File: config.mk
export PLATFORM = sky130hd
export DESIGN_NAME = quad_step_decoder
export DESIGN_NICKNAME = d
export VERILOG_FILES = /design/src/rtl/quad_pkg.sv /design/src/rtl/quad_glitch_filter.sv /design/src/rtl/quad_step_decoder.sv
export SDC_FILE = /design/constraint.sdc
export NUM_CORES = 1
export LEC_CHECK = 0
export ABC_AREA = 1
export BUFFER_PORTS_ARGS = -buffer_cell sky130_fd_sc_hd__buf_2
export CAP_MARGIN = 10
export CORE_MARGIN = 2
export CORE_UTILIZATION = 48
export DETAILED_ROUTE_END_ITERATION = 10
export PLACE_DENSITY = 0.75
export SLEW_MARGIN = 20
export SYNTH_ARGS = -nofsm -noshare
export SYNTH_HDL_FRONTEND = slang
export SYNTH_SLANG_ARGS = --single-unit
File: constraint.sdc
create_clock -name clk -period 3.2 [get_ports clk]
set_input_delay 0.64 -clock clk [delete_from_list [all_inputs] [get_ports clk]]
set_output_delay 0.64 -clock clk [all_outputs]
set_load 0.03 [all_outputs]
File: src/rtl/quad_pkg.sv
// Shared definitions for the quadrature step decoder: Gray-state names,
// the forward-successor helper and the default filter length.
package quad_pkg;

  // Default number of consecutive differing samples before a channel flips.
  localparam int FILT_CYC_DEF = 4;

  // Quadrature Gray states, written as {A,B}.
  localparam logic [1:0] ST00 = 2'b00;
  localparam logic [1:0] ST01 = 2'b01;
  localparam logic [1:0] ST11 = 2'b11;
  localparam logic [1:0] ST10 = 2'b10;

  // Forward successor in the cycle 00 -> 01 -> 11 -> 10 -> 00.
  // A reverse step is simply a forward step seen from the other side:
  // fwd_next(new) == old.
  function automatic logic [1:0] fwd_next(input logic [1:0] state);
    logic [1:0] nxt;
    nxt = ST00;
    case (state)
      ST00:    nxt = ST01;
      ST01:    nxt = ST11;
      ST11:    nxt = ST10;
      default: nxt = ST00;
    endcase
    return nxt;
  endfunction

endpackage

File: src/rtl/quad_glitch_filter.sv
// One encoder channel: two-flop synchronizer followed by a persistence
// filter. The filtered value only follows the synchronized input after it
// has disagreed with it for FILT_CYC consecutive clock edges; any edge on
// which they agree restarts the count, so short pulses are swallowed.
// FILT_CYC must be 1..255 and 2**FILT_W must exceed FILT_CYC.
module quad_glitch_filter
  import quad_pkg::*;
#(
  parameter int FILT_CYC = FILT_CYC_DEF,
  parameter int FILT_W   = 8
) (
  input  logic clk,
  input  logic rst,
  input  logic raw_in,
  output logic filt_out
);

  // Count value on which the next mismatching edge completes the run.
  localparam logic [FILT_W-1:0] CNT_LAST = FILT_W'(FILT_CYC - 1);

  logic              sync1_q, sync1_d;
  logic              sync2_q, sync2_d;
  logic [FILT_W-1:0] cnt_q,   cnt_d;
  logic              filt_q,  filt_d;

  // Next-state: plain synchronizer shift plus mismatch run counter.
  always_comb begin
    sync1_d = raw_in;
    sync2_d = sync1_q;
    cnt_d   = cnt_q;
    filt_d  = filt_q;
    if (sync2_q != filt_q) begin
      if (cnt_q == CNT_LAST) begin
        filt_d = sync2_q;
        cnt_d  = '0;
      end else begin
        cnt_d = cnt_q + FILT_W'(1);
      end
    end else begin
      cnt_d = '0;
    end
  end

  // State registers, asynchronously cleared by the active-low reset.
  always_ff @(posedge clk or negedge rst) begin
    if (!rst) begin
      sync1_q <= 1'b0;
      sync2_q <= 1'b0;
      cnt_q   <= '0;
      filt_q  <= 1'b0;
    end else begin
      sync1_q <= sync1_d;
      sync2_q <= sync2_d;
      cnt_q   <= cnt_d;
      filt_q  <= filt_d;
    end
  end

  assign filt_out = filt_q;

endmodule

File: src/rtl/quad_step_decoder.sv
// Quadrature step decoder: filters raw A/B, then compares the previous
// filtered {A,B} with the current one on every edge.
//
// Interface contract: step is a valid-only strobe with no ready. It is
// high for exactly one cycle per legal transition and dir is valid in that
// same cycle; the downstream counter must take it that cycle. Back-to-back
// strobes on successive cycles are possible. dir holds between strobes.
module quad_step_decoder
  import quad_pkg::*;
#(
  parameter int FILT_CYC = FILT_CYC_DEF,
  parameter int FILT_W   = 8
) (
  input  logic       clk,
  input  logic       rst,
  input  logic       en,
  input  logic       a_in,
  input  logic       b_in,
  input  logic       err_clr,
  output logic       step,
  output logic       dir,
  output logic       err,
  output logic [1:0] ab_q
);

  logic       a_filt;
  logic       b_filt;
  logic [1:0] ab_cur;

  logic [1:0] prev_q, prev_d;
  logic       step_q, step_d;
  logic       dir_q,  dir_d;
  logic       err_q,  err_d;

  logic [1:0] changed;
  logic       is_fwd;
  logic       is_rev;

  quad_glitch_filter #(
    .FILT_CYC (FILT_CYC),
    .FILT_W   (FILT_W)
  ) u_filt_a (
    .clk      (clk),
    .rst      (rst),
    .raw_in   (a_in),
    .filt_out (a_filt)
  );

  quad_glitch_filter #(
    .FILT_CYC (FILT_CYC),
    .FILT_W   (FILT_W)
  ) u_filt_b (
    .clk      (clk),
    .rst      (rst),
    .raw_in   (b_in),
    .filt_out (b_filt)
  );

  assign ab_cur = {a_filt, b_filt};

  // Decode prev -> current. prev always tracks, even with en low, so that
  // re-enabling never sees a stale state. Error set wins over err_clr.
  always_comb begin
    prev_d  = ab_cur;
    step_d  = 1'b0;
    dir_d   = dir_q;
    err_d   = err_q;
    changed = ab_cur ^ prev_q;
    is_fwd  = (fwd_next(prev_q) == ab_cur);
    is_rev  = (fwd_next(ab_cur) == prev_q);
    if (err_clr) begin
      err_d = 1'b0;
    end
    if (en) begin
      if (changed == 2'b11) begin
        err_d = 1'b1;
      end else if (is_fwd) begin
        step_d = 1'b1;
        dir_d  = 1'b1;
      end else if (is_rev) begin
        step_d = 1'b1;
        dir_d  = 1'b0;
      end
    end
  end

  // Registered decode outputs and previous-state register.
  always_ff @(posedge clk or negedge rst) begin
    if (!rst) begin
      prev_q <= ST00;
      step_q <= 1'b0;
      dir_q  <= 1'b0;
      err_q  <= 1'b0;
    end else begin
      prev_q <= prev_d;
      step_q <= step_d;
      dir_q  <= dir_d;
      err_q  <= err_d;
    end
  end

  assign step = step_q;
  assign dir  = dir_q;
  assign err  = err_q;
  assign ab_q = ab_cur;

endmodule

==> out/qor.yml <==
top_layer_used: "met4"
crit_arrival_ns: 1.10
num_antenna_cells: 0
peakVddDrop_mv: 0.389
critPathMaxStageDelay_ns: 0.53
postRouteWirelength_um: 1960
clock_tree.htree_level_count: 1
grt_usage_pct: 16.3
synthesis.instances: 147
post-cts-setup-buffers: 0
switching_power_w: 0.000388
worst_min_path_class: "input port to asynchronous set/reset pin"
synth_top_area_cell: "sky130_fd_sc_hd__dfrtp_1"
synth_area_um2: 1240
tritoncts: "yes"
ioPinCount: 11
leakagePower_nw: 0.729
switching_share_pct: 40.6
timing.max_slew.rel_slack_pct: 61.8
synth-seq-cells: 27
reg2reg_to: "u_filt_a.cnt_q[2]"
gp_congestion: 0.779
die_boundary_width_um: 54.8
grt_remaining_overflow: 0
finish.net_count: 168
cellPowerDensity_nw_per_um2: 712
power.sequential.fraction_pct: 50.0
dr_total_vias: 907
yosysSeqAreaShare_pct: 54.5
fillerInstances: 223
post-route-drc-count: 0
timing.setup.critical_path_class: "flop to output pin"
worst-r2r-setup-slack_ns: 2.03
cell_by_cell_trace_of_the_critical_path: "buf_2"
cp.buffers_inverters: 1
design.die.area_um2: 3000
detail_route.first_pass.iterations: 4
drtAntennaViolNets: 0
grt_first_pass_wirelength_um: 3440
avgSynthCellArea_um2: 8.43
floorplan.core_area_um2: 2450
grt_pass1_vias: 833
final.min_clock_period_ns: 1.74
max_cap_viols: 0
place.port_buffers: 10
hold_viol_final: 0
regToRegStartpoint: "u_filt_a.cnt_q[0]"
post-synth-top-area-fraction_pct: 54.5
hpwlAfterDp_um: 1510
post_cts.resized_instances: 0
worst-path-max-fanout: 8
cts_made_buffers: 3
synth.yosys.warnings: 0
floorplan.initialDensity_pct: 50.5
finalSetupViolations: 0
pwr-share-comb_pct: 34.9
detailroute.wirelength.met2_um: 966
post_synth_main_area_contributors: "sky130_fd_sc_hd__dfrtp_1 (55%), sky130_fd_sc_hd__nand2_1 (13%), sky130_fd_sc_hd__nor2_1 (6.7%)"
pwr-share-clk_pct: 15.2
chipHeight_um: 54.8
detailroute.wirelength.met3_um: 66
synthToLayoutAreaGrowth_pct: 8.28
cp_data_required_time_ns: 2.56
synth.lib_cells_used.distinct: 19
status: "completed"
place_area_um2: 1310
met1Wirelength_um: 915
drive_above_1_share_pct: 10.7
cpMaxStageDelayCell: "sky130_fd_sc_hd__dfrtp_1"
power.internal_w: 0.000567
worst_path_clk_slew_ns: 0.14
route.detailed.vias_per_inst: 4.80
maximum_number_of_pins_on_one_net_before_global_route_repair: 28
finalCritPeriodShare_pct: 54.5
wire_per_inst_um: 10.4
final_tns_setup_ns: 0
first_iter_violations: 18
most_frequent_standard_cell_in_the_layout_excluding_fill_and_tap_cells: "sky130_fd_sc_hd__nand2_1"
finish.instance_area_um2: 1340
r2r.worst_path.cells: 6
clock_latency_of_the_later_clocked_register_in_the_worst_skew_pair_ns: 0.32
mappedNetlistNets: 155
worst_case_clock_buffer_depth: 2
ctsRootBufferMaster: "sky130_fd_sc_hd__clkbuf_4"
clkSinkCount: 27
final.setup_skew_ns: 0.00660
highest_clock_rate_mhz: 574
critical_path.endpoint_type: "output pin"
path_delay_family: "flip-flops"
rsz0062_at_grt: "no"
antenna_found_initial: 0
cts_hold_buffers: 0
cp-start-kind: "flop"
layout.cells.most_common_list: "sky130_fd_sc_hd__nand2_1 (42), sky130_fd_sc_hd__dfrtp_1 (27), sky130_fd_sc_hd__nor2_1 (22), sky130_fd_sc_hd__inv_1 (21), sky130_fd_sc_hd__buf_2 (10)"
std_cell_rows: 18
timing.final.max_slew_violations: 0
max_slew.worst_pin.slew_ns: 0.573
[stage by stage]
step | setup slack [ns] | cells | hold WS, ns | util, % | total power [W]
2_1_floorplan | 1.92 | 147 | 0.331 | - | 0.000746
6_report | 1.46 | 189 | 0.297 | 54.6 | 0.000956
5_1_grt | 1.39 | 189 | 0.316 | 54.6 | 0.00104
4_1_cts | 1.43 | 189 | 0.305 | 54.6 | 0.000971
3_3_place_gp | 1.86 | 185 | 0.336 | 53.4 | 0.000804
3_5_place_dp | 1.81 | 185 | 0.337 | 53.4 | 0.000823
[kinds of logic after synthesis]
group | after synthesis | synth area share, %
AO/OA/AOI/OAI | 6 | 2.73
XOR/XNOR | 8 | 6.26
adder cells (fa/ha/maj) | 2 | 2.02
buffers and inverters | 24 | 7.88
flip-flops | 27 | 54.5
AND/OR/NAND/NOR | 80 | 26.6
[cells in the mapped netlist]
library cell	number
sky130_fd_sc_hd__inv_1	21
sky130_fd_sc_hd__ha_1	2
sky130_fd_sc_hd__nor2_1	22
sky130_fd_sc_hd__dfrtp_1	27
sky130_fd_sc_hd__nor3_1	4
sky130_fd_sc_hd__buf_4	2
sky130_fd_sc_hd__xor2_2	1
sky130_fd_sc_hd__a21oi_1	3
sky130_fd_sc_hd__inv_2	1
sky130_fd_sc_hd__nand4_1	4
sky130_fd_sc_hd__xnor2_1	2
sky130_fd_sc_hd__xor2_1	5
sky130_fd_sc_hd__nand3_1	5
sky130_fd_sc_hd__and3_1	2
sky130_fd_sc_hd__o22ai_1	1
sky130_fd_sc_hd__nor2_2	1
sky130_fd_sc_hd__nand2_1	42
sky130_fd_sc_hd__o21ai_0	1
sky130_fd_sc_hd__o21bai_1	1
[layer usage]
metal,vias to the layer above,track usage [%]
met5,-,0
met2,16,27.8
li1,470,-
met1,419,20.1
met3,2,2.46
met4,0,7.50
[final cells by class]
type                            count  area, um^2  share of cell area (%)
Clock buffer                        3        22.5                    1.68
Sequential cell                    27         676                    50.4
Tap cell                           30        37.5                    2.80
Multi-Input combinational cell     96         465                    34.7
Clock inverter                      1        7.51                   0.560
Inverter                           22        82.6                    6.16
Timing Repair Buffer               10        50.0                    3.73
[power by group through the flow]
stage	logic, W	clock network [W]	registers, W
4_1_cts	0.000339	0.000153	0.000478
2_1_floorplan	0.000246	0	0.000499
3_3_place_gp	0.000327	0	0.000477
3_5_place_dp	0.000337	0	0.000486
5_1_grt	0.000385	0.000168	0.000492
6_report	0.000333	0.000145	0.000477
[sequential cells by signal, summed over array words and instances, names as in the netlist]
register,flops
step,1
err,1
u_filt_a.cnt_q,8
u_filt_a.filt_out,1
u_filt_b.filt_out,1
u_filt_b.cnt_q,8
u_filt_b.sync1_q,1
prev_q,2
u_filt_a.sync2_q,1
u_filt_b.sync2_q,1
dir,1
u_filt_a.sync1_q,1
[worst max-delay path by stage]
stage                           start  slack (ns)      end  cells past startpoint
finish              u_filt_a.filt_out        1.46  ab_q[1]                      1
global route        u_filt_a.filt_out        1.39  ab_q[1]                      1
CTS                 u_filt_a.filt_out        1.43  ab_q[1]                      1
detailed placement  u_filt_a.filt_out        1.81  ab_q[1]                      1
global placement    u_filt_a.filt_out        1.86  ab_q[1]                      1
floorplan           u_filt_a.filt_out        1.92  ab_q[1]                      1
Power figures use the tool's default switching activity.
